**config.mk**
```make
export PLATFORM = sky130hd
export DESIGN_NAME = vit_pkt_sequencer
export DESIGN_NICKNAME = d
export VERILOG_FILES = /design/src/rtl/vit_pkt_sequencer.sv
export SDC_FILE = /design/constraint.sdc
export NUM_CORES = 1
export LEC_CHECK = 0
export ABC_AREA = 1
export BUFFER_PORTS_ARGS = -buffer_cell sky130_fd_sc_hd__clkbuf_2
export CAP_MARGIN = 25
export CORE_MARGIN = 5
export CORE_UTILIZATION = 40
export DETAILED_ROUTE_END_ITERATION = 6
export GPL_TIMING_DRIVEN = 0
export HOLD_SLACK_MARGIN = 0.05
export PLACE_DENSITY = 0.67
export SLEW_MARGIN = 20
export SYNTH_ARGS = -nofsm -noshare
export SYNTH_HDL_FRONTEND = slang
export SYNTH_SLANG_ARGS = --single-unit
```
**constraint.sdc**
```tcl
create_clock -name clk -period 4.2 [get_ports clk]
set_clock_uncertainty 0.1 [all_clocks]
set_input_delay 0.63 -clock clk [delete_from_list [all_inputs] [get_ports clk]]
set_output_delay 0.63 -clock clk [all_outputs]
set_load 0.05 [all_outputs]
```
**src/rtl/vit_pkt_sequencer.sv**
```systemverilog
// vit_pkt_sequencer: streams 16-bit FIFO packets to a Viterbi core as 2-bit symbol pairs
// Ports:
//   clk, rst_n              rising-edge clock, synchronous active-low reset
//   fifo_empty_i            packet FIFO empty flag
//   fifo_rdata_i            FIFO read data, valid the cycle after fifo_rd_o
//   fifo_rd_o               one-cycle FIFO pop strobe (combinational)
//   core_stall_i            core cannot accept a symbol this cycle
//   sym_o, sym_valid_o      symbol pair {g1,g2} and its accept strobe, MSB pair first
//   sym_flush_o             current symbol is traceback flush padding
//   flush_done_o            pulse alongside the last flush symbol
//   busy_o                  state is not IDLE
//   pkt_cnt_o               wrapping count of fully streamed packets
// Build option: define VIT_SEQ_AUTOFLUSH_EN to add the idle-timeout flush of TBL+1 zero symbols.
module vit_pkt_sequencer #(
    parameter int TBL        = 15,
    parameter int FLUSH_IDLE = 4
) (
    input  logic        clk,
    input  logic        rst_n,
    input  logic        fifo_empty_i,
    input  logic [15:0] fifo_rdata_i,
    output logic        fifo_rd_o,
    input  logic        core_stall_i,
    output logic [1:0]  sym_o,
    output logic        sym_valid_o,
    output logic        sym_flush_o,
    output logic        flush_done_o,
    output logic        busy_o,
    output logic [15:0] pkt_cnt_o
);
    // one index serves both the 8 data symbols and the TBL+1 flush symbols
    localparam int IW = ($clog2(TBL + 1) > 3) ? $clog2(TBL + 1) : 3;
    localparam logic [2:0] IDLE  = 3'd0;
    localparam logic [2:0] LOAD  = 3'd1;
    localparam logic [2:0] SHIFT = 3'd2;
`ifdef VIT_SEQ_AUTOFLUSH_EN
    localparam logic [2:0] WAIT  = 3'd3;
    localparam logic [2:0] FLUSH = 3'd4;
`endif
    if (FLUSH_IDLE < 1 || FLUSH_IDLE > 255) begin : g_bad_flush_idle
        $error("FLUSH_IDLE must lie in 1..255");
    end
    logic [2:0]    state_q, state_d;
    logic [15:0]   shift_q, shift_d;
    logic [IW-1:0] idx_q, idx_d;
    logic [15:0]   pkt_q, pkt_d;
    logic [1:0]    sym_q, sym_d;
    logic          valid_q, valid_d;
    logic          busy_q;
    logic          pop;
`ifdef VIT_SEQ_AUTOFLUSH_EN
    logic [7:0]    idle_q, idle_d;
    logic          flush_q, flush_d;
    logic          done_q, done_d;
`endif
    always_comb begin
        state_d = state_q;
        shift_d = shift_q;
        idx_d   = idx_q;
        pkt_d   = pkt_q;
        sym_d   = 2'b00;
        valid_d = 1'b0;
        pop     = 1'b0;
`ifdef VIT_SEQ_AUTOFLUSH_EN
        idle_d  = idle_q;
        flush_d = 1'b0;
        done_d  = 1'b0;
`endif
        case (state_q)
            IDLE: begin
                pop     = !fifo_empty_i && !core_stall_i;
                state_d = pop ? LOAD : IDLE;
            end
            LOAD: begin
                shift_d = fifo_rdata_i;
                idx_d   = '0;
                state_d = SHIFT;
            end
            SHIFT: if (!core_stall_i) begin
                sym_d   = shift_q[15:14];
                valid_d = 1'b1;
                shift_d = {shift_q[13:0], 2'b00};
                idx_d   = idx_q + IW'(1);
                if (idx_q == IW'(7)) begin
                    pkt_d = pkt_q + 16'd1;
                    // popping on the last symbol leaves a single LOAD bubble between packets
                    pop   = !fifo_empty_i;
`ifdef VIT_SEQ_AUTOFLUSH_EN
                    idle_d  = '0;
                    state_d = pop ? LOAD : WAIT;
`else
                    state_d = pop ? LOAD : IDLE;
`endif
                end
            end
`ifdef VIT_SEQ_AUTOFLUSH_EN
            WAIT: begin
                pop = !fifo_empty_i && !core_stall_i;
                if (pop) begin
                    state_d = LOAD;
                    idle_d  = '0;
                end else if (fifo_empty_i && idle_q == 8'(FLUSH_IDLE - 1)) begin
                    state_d = FLUSH;
                    idx_d   = '0;
                end else begin
                    idle_d = idle_q + 8'd1;
                end
            end
            FLUSH: if (!core_stall_i) begin
                valid_d = 1'b1;
                flush_d = 1'b1;
                idx_d   = idx_q + IW'(1);
                if (idx_q == IW'(TBL)) begin
                    done_d  = 1'b1;
                    state_d = IDLE;
                end
            end
`endif
            default: state_d = IDLE;
        endcase
    end
    always_ff @(posedge clk) begin
        if (!rst_n) begin
            state_q <= IDLE;
            shift_q <= '0;
            idx_q   <= '0;
            pkt_q   <= '0;
            sym_q   <= '0;
            valid_q <= 1'b0;
            busy_q  <= 1'b0;
`ifdef VIT_SEQ_AUTOFLUSH_EN
            idle_q  <= '0;
            flush_q <= 1'b0;
            done_q  <= 1'b0;
`endif
        end else begin
            state_q <= state_d;
            shift_q <= shift_d;
            idx_q   <= idx_d;
            pkt_q   <= pkt_d;
            sym_q   <= sym_d;
            valid_q <= valid_d;
            busy_q  <= state_d != IDLE;
`ifdef VIT_SEQ_AUTOFLUSH_EN
            idle_q  <= idle_d;
            flush_q <= flush_d;
            done_q  <= done_d;
`endif
        end
    end
    // gated by reset so a held reset never pops (and loses) a packet
    assign fifo_rd_o   = pop && rst_n;
    assign sym_o       = sym_q;
    assign sym_valid_o = valid_q;
    assign busy_o      = busy_q;
    assign pkt_cnt_o   = pkt_q;
`ifdef VIT_SEQ_AUTOFLUSH_EN
    assign sym_flush_o  = flush_q;
    assign flush_done_o = done_q;
`else
    assign sym_flush_o  = 1'b0;
    assign flush_done_o = 1'b0;
`endif
endmodule

```
==> results of run 1 <==
==> report_power, final <==
| part | switching [W] | total [W] | internal (W) |
|---|---|---|---|
| combinational | 0.0000291 | 0.0000474 | 0.0000183 |
| clock | 0.000131 | 0.000305 | 0.000174 |
| sequential | 0.00000305 | 0.000416 | 0.000413 |
| total | 0.000163 | 0.000768 | 0.000605 |
==> final timing paths <==
check / cells after the start / slack, ns / end
hold reg to reg: 2 / 0.36 / shift_q[6]
setup / recovery: 6 / 1.77 / fifo_rd_o
hold / removal: 2 / 0.36 / shift_q[6]
setup reg to reg: 8 / 2.56 / pkt_cnt_o[14]
==> kinds of logic (layout without fill, tap and decap cells) <==
kind of cell    count (synthesis)  in the layout  synth area share (%)
simple gates                  155            155                  33.0
flops                          43             43                  43.4
other cells                     1              3                 0.189
fa+ha+maj                       2              2                  1.26
buf+inv                        44             91                  9.40
compound gates                 42             42                  12.7
==> flip-flops by register name, summed over array words and instances, names as in the netlist <==
| signal | count |
|---|---|
| pkt_cnt_o | 16 |
| busy_o | 1 |
| idx_q | 4 |
| sym_o | 2 |
| sym_valid_o | 1 |
| state_q | 3 |
| shift_q | 16 |
==> metrics by stage <==
| stage | power (W) | cells | worst slack (ns) |
|---|---|---|---|
| floorplan | 0.000456 | 289 | 1.71 |
| global placement | 0.000472 | 396 | 1.80 |
| detailed placement | 0.000473 | 396 | 1.81 |
| CTS | 0.000776 | 403 | 1.77 |
| global route | 0.000800 | 403 | 1.60 |
| finish | 0.000768 | 403 | 1.77 |
==> worst reg2reg max path, cell delays in order (launching register included) <==
cell,delay [ns]
dfxtp_1,0.39
ha_1,0.23
nand2_1,0.07
nor2_1,0.12
nand2_1,0.09
nor2_1,0.28
nand4_1,0.13
nand2_1,0.08
nor2_1,0.05
==> cells in the final DEF (no fill, tap or decap), drive strengths merged <==
cell    Yosys  final
clkbuf      3     49
nand4       6      6
o21ai      15     15
buf         7      7
a21oi      18     18
o21bai      1      1
bufinv      0      1
nor3        5      5
nor2       44     44
o211a       8      8
nand2      80     80
conb        1      3
or2         1      1
ha          2      2
inv        34     34
dfxtp      43     43
nand3      19     19
==> area by class of cell <==
type	instances	share of cell area, %
clock buffer	6	3.05
timing repair buffer	40	8.42
multi-input combinational	202	39.7
sequential	43	36.2
buffer	10	2.47
inverter	34	5.37
clock inverter	1	1.26
tap	67	3.53
==> routing by layer <==
layer	wire (µm)	share of wire [%]	vias to the layer above
li1	-	-	1004
met1	2160	49	842
met2	1970	45	29
met3	185	4.2	6
met4	66	1.5	0
met5	0	0	-
==> impl_metrics.yaml, run 1 <==
sta:
  holdWs_ns: 0.355
  grt_setup_unrepaired: "false"
  fin_crit_ns: 2.43
  finalHoldViolations: 0
  fin_crit_sh_pct: 57.8
  setup_violations: 0
  final.setup.tns_ns: 0
  max_freq_mhz: 412
  slew_viol_final: 0
global_routing:
  grt_max_degree: 13
  grt_usage_pct: 14.5
  grt_pass1_wl_um: 7380
  grt_use_met2_pct: 23.3
  grt_pass1_vias: 1692
  grt_util_met3_pct: 4.26
  antenna_found_initial: 0
  gr-total-overflow: 0
  grt_util_met1_pct: 18.8
  grt-busiest-layer: "met2"
clock_tree:
  clock_path_buffers: 2
  htreeDepth: 2
  clockRootBuffer: "clkbuf_8"
  cts_setup_buffers: 0
  worstSkewPairLatency_ns: 0.29
  path_clk_slew_ns: 0.08
  cts_resized: 0
  tritoncts: "yes"
  ctsHoldBuffers: 0
  cts.sinks: 43
  numCtsBuffers: 5
critical_path:
  crit_buf_inv: 1
  cp-startpoint: "idx_q[1]"
  crit_path_max_incr_delay_ns: 0.35
  critPathRequiredTime_ns: 3.47
  cp-start-kind: "flip-flop"
  cpLargestDelayFamily: "flip-flops"
  cp_max_fo: 7
  cp.arrival_ns: 1.70
  path_cells: "ha_1 -> nand2_1 -> nor2_1 -> nand2_1 -> a21oi_1 -> clkbuf_2"
  cpMostUsedCell: "nand2_1"
  worstSetupPathType: "flip-flop to output pin"
  crit_path_end_kind: "output pin"
  slowest_stage: "dfxtp_1"
  reg2reg_from: "pkt_cnt_o[1]"
power:
  p_per_area_mw_per_mm2: 323
  vdd_drop_max_mv: 0.157
  p_leak_nw: 1.11
synth:
  syn_inst: 287
  synth_cell_types: 22
  synth_area_mm2: 0.00198
  ys_warn_count: 0
  synth_top_area_share_pct: 43.4
  synthTopCellsByArea: "dfxtp_1 (43%), nand2_1 (15%), nor2_1 (7.8%)"
  post-synth-top-count-cell: "nand2_1"
  synthArstFlopShare_pct: 0
  ys_seq_area_share_pct: 43.4
  avgSynthCellArea_um2: 6.91
  synthTopCellsByCount: "nand2_1 (77), dfxtp_1 (43), nor2_1 (41)"
  synth_largest_area_cell: "dfxtp_1"
  synth_edf_count: 0
  synthFlopType: "dfxtp_1"
  synth_seq_cells: 43
die:
  die_w_um: 80.4
  pin_count: 43
  die_y_um: 80.4
  start_util_pct: 41.7
  core_mm2: 0.00475
  die_area_mm2: 0.00647
  rows: 25
placed_design:
  port_buffers: 40
  place.gp.congestion: 0.826
  placed_cell_area_mm2: 0.00227
  dpl.hpwl_um: 3370
drt:
  dr.pass1.iters: 5
  vias_per_cell: 4.67
  drc: 0
  routedWlPerCell_um: 10.9
  ant_nets: 0
  drtIter0Drc: 116
  vias: 1881
  routed_wl_um: 4380
layout:
  syn2layout_area_growth_pct: 19.9
  drive_above_1_share_pct: 18.2
  fin_nets: 358
  final_cell_area_mm2: 0.00238
  multi_input_area_um2: 943
  fin_util_pct: 50.0
  seqCellArea_um2: 861
  n_antenna_cell: 0
  n_fill_cell: 507
min_path:
  holdCritStartpoint: "shift_q[6]"
  hold_class: "flip-flop to flip-flop"
run_status:
  status: "finished, final reports clean"
run:
  maxCapViolCount: 0
No activity file was read; power rests on OpenSTA's default activity.
==> inputs of run 2 (changes only) <==
--- a/config.mk
+++ b/config.mk
@@ -13,7 +13,7 @@
 export DETAILED_ROUTE_END_ITERATION = 6
 export GPL_TIMING_DRIVEN = 0
 export HOLD_SLACK_MARGIN = 0.05
-export PLACE_DENSITY = 0.67
+export PLACE_DENSITY = 0.69
 export SLEW_MARGIN = 20
 export SYNTH_ARGS = -nofsm -noshare
 export SYNTH_HDL_FRONTEND = slang
==> constraint.sdc (replaced) <==
create_clock -name clk -period 2.2 [get_ports clk]
set_clock_uncertainty 0.1 [all_clocks]
set_input_delay 0.33 -clock clk [delete_from_list [all_inputs] [get_ports clk]]
set_output_delay 0.33 -clock clk [all_outputs]
set_load 0.05 [all_outputs]
==> run 2 against run 1 <==
Combinational power rose by 92%. Sequential power rose by 91%. Wire length rose by 0.87%. Final area fell by 0.26%. Clock power rose by 68%. Critical endpoint unchanged.
==> impl_metrics.yaml, run 2 (synthesis gave the netlist of run 1 again) <==
die:
  rows: 25
  die_w_um: 80.4
  die_y_um: 80.4
  start_util_pct: 41.7
  die_area_mm2: 0.00647
  core_mm2: 0.00475
  pin_count: 43
clock_tree:
  ctsHoldBuffers: 0
  tritoncts: "yes"
  clock_path_buffers: 2
  path_clk_slew_ns: 0.08
  htreeDepth: 2
  cts.sinks: 43
  numCtsBuffers: 5
  worstSkewPairLatency_ns: 0.29
  clockRootBuffer: "clkbuf_8"
critical_path:
  critPathRequiredTime_ns: 1.77
  worstSetupPathType: "flip-flop to output pin"
  cp_max_fo: 7
  cp.arrival_ns: 1.58
  cp-start-kind: "flip-flop"
  crit_path_end_kind: "output pin"
global_routing:
  grt_use_met2_pct: 25.2
  grt_util_met3_pct: 3.92
  antenna_found_initial: 0
  grt_util_met1_pct: 18.9
  grt-busiest-layer: "met2"
  grt_pass1_wl_um: 7720
  grt_max_degree: 13
  grt_usage_pct: 15.1
  gr-total-overflow: 0
  grt_pass1_vias: 1803
power:
  switching_power_w: 0.000327
  switching_share_pct: 23.4
  p_per_area_mw_per_mm2: 589
  p_leak_nw: 1.11
  p_int_w: 0.00107
  vdd_drop_max_mv: 0.285
  seqPwrFrac_pct: 56.8
  combPwrFrac_pct: 6.5
  power.share.clock_pct: 36.6
  totalPowerFinal_w: 0.00140
run_status:
  status: "finished, final reports clean"
placed_design:
  port_buffers: 40
  placed_cell_area_mm2: 0.00227
  place.gp.congestion: 0.805
  dpl.hpwl_um: 3390
layout:
  fin_nets: 358
  n_fill_cell: 506
  drive_above_1_share_pct: 19.0
  final_cell_area_mm2: 0.00237
  syn2layout_area_growth_pct: 19.6
  layout_commonest_cell: "nand2_1"
  fin_util_pct: 49.9
  n_antenna_cell: 0
  final_cell_mix: "nand2_1 (76), dfxtp_1 (43), nor2_1 (41)"
min_path:
  hold_class: "input pin to flip-flop"
sta:
  setup_violations: 0
  max_freq_mhz: 498
  fin_crit_ns: 2.01
  fin_crit_sh_pct: 91.3
  grt_setup_unrepaired: "false"
  final.setup.tns_ns: 0
  slew_viol_final: 0
  holdWs_ns: 0.190
  finalHoldViolations: 0
drt:
  vias: 1916
  dr.pass1.iters: 4
  routed_wl_um: 4420
  routedWlPerCell_um: 11.0
  ant_nets: 0
  drtIter0Drc: 102
  vias_per_cell: 4.75
  drc: 0
run:
  maxCapViolCount: 0
==> run 2: power by group through the flow <==
stage                     registers (W)   logic, W  clock network [W]
after floorplan                0.000813  0.0000569                  0
after global placement         0.000812  0.0000899                  0
after detailed placement       0.000812  0.0000909                  0
after CTS                      0.000794  0.0000911           0.000525
after global routing           0.000795   0.000103           0.000564
final                          0.000794  0.0000910           0.000512
==> run 2: critical path, cell delays in order (launching register included) <==
cell	delay, ns
dfxtp_1	0.36
ha_1	0.17
nand2_1	0.08
nor2_1	0.13
nand2_2	0.12
a21oi_2	0.17
clkbuf_4	0.25
==> run 2: layout make-up <==
| class | instances | area [µm²] | share of cell area [%] |
|---|---|---|---|
| plain buffers | 10 | 58.8 | 2.48 |
| well taps | 67 | 83.8 | 3.54 |
| multi-input cells | 202 | 950 | 40.1 |
| clock buffers | 6 | 82.6 | 3.48 |
| repair buffers | 40 | 203 | 8.55 |
| inverters | 34 | 128 | 5.38 |
| clock inverters | 1 | 5.00 | 0.211 |
| flip-flops and latches | 43 | 861 | 36.3 |
==> run 2: worst paths after layout <==
kind / to / cells past startpoint / slack [ns] / startpoint
max: fifo_rd_o / 6 / 0.19 / idx_q[0]
min: shift_q[0] / 3 / 0.19 / fifo_rdata_i[0]
max reg2reg: pkt_cnt_o[12] / 8 / 0.60 / pkt_cnt_o[1]
min reg2reg: sym_o[0] / 2 / 0.35 / shift_q[14]
==> run 2: stage by stage <==
step,worst slack [ns],cells
finish,0.190,403
global route,0.0511,403
CTS,0.0350,403
detailed placement,0.366,396
global placement,0.390,396
floorplan,0.185,289
==> run 2: what timing repair did <==
action	CTS	global route
setup endpoints to repair	0	1
buffers inserted	0	0
gates resized for setup	0	4
==> run 2: layer usage <==
metal,part of all wire [%],wire [µm]
met5,0,0
met4,1.2,53
met3,4.5,197
met2,47,2090
met1,47,2080
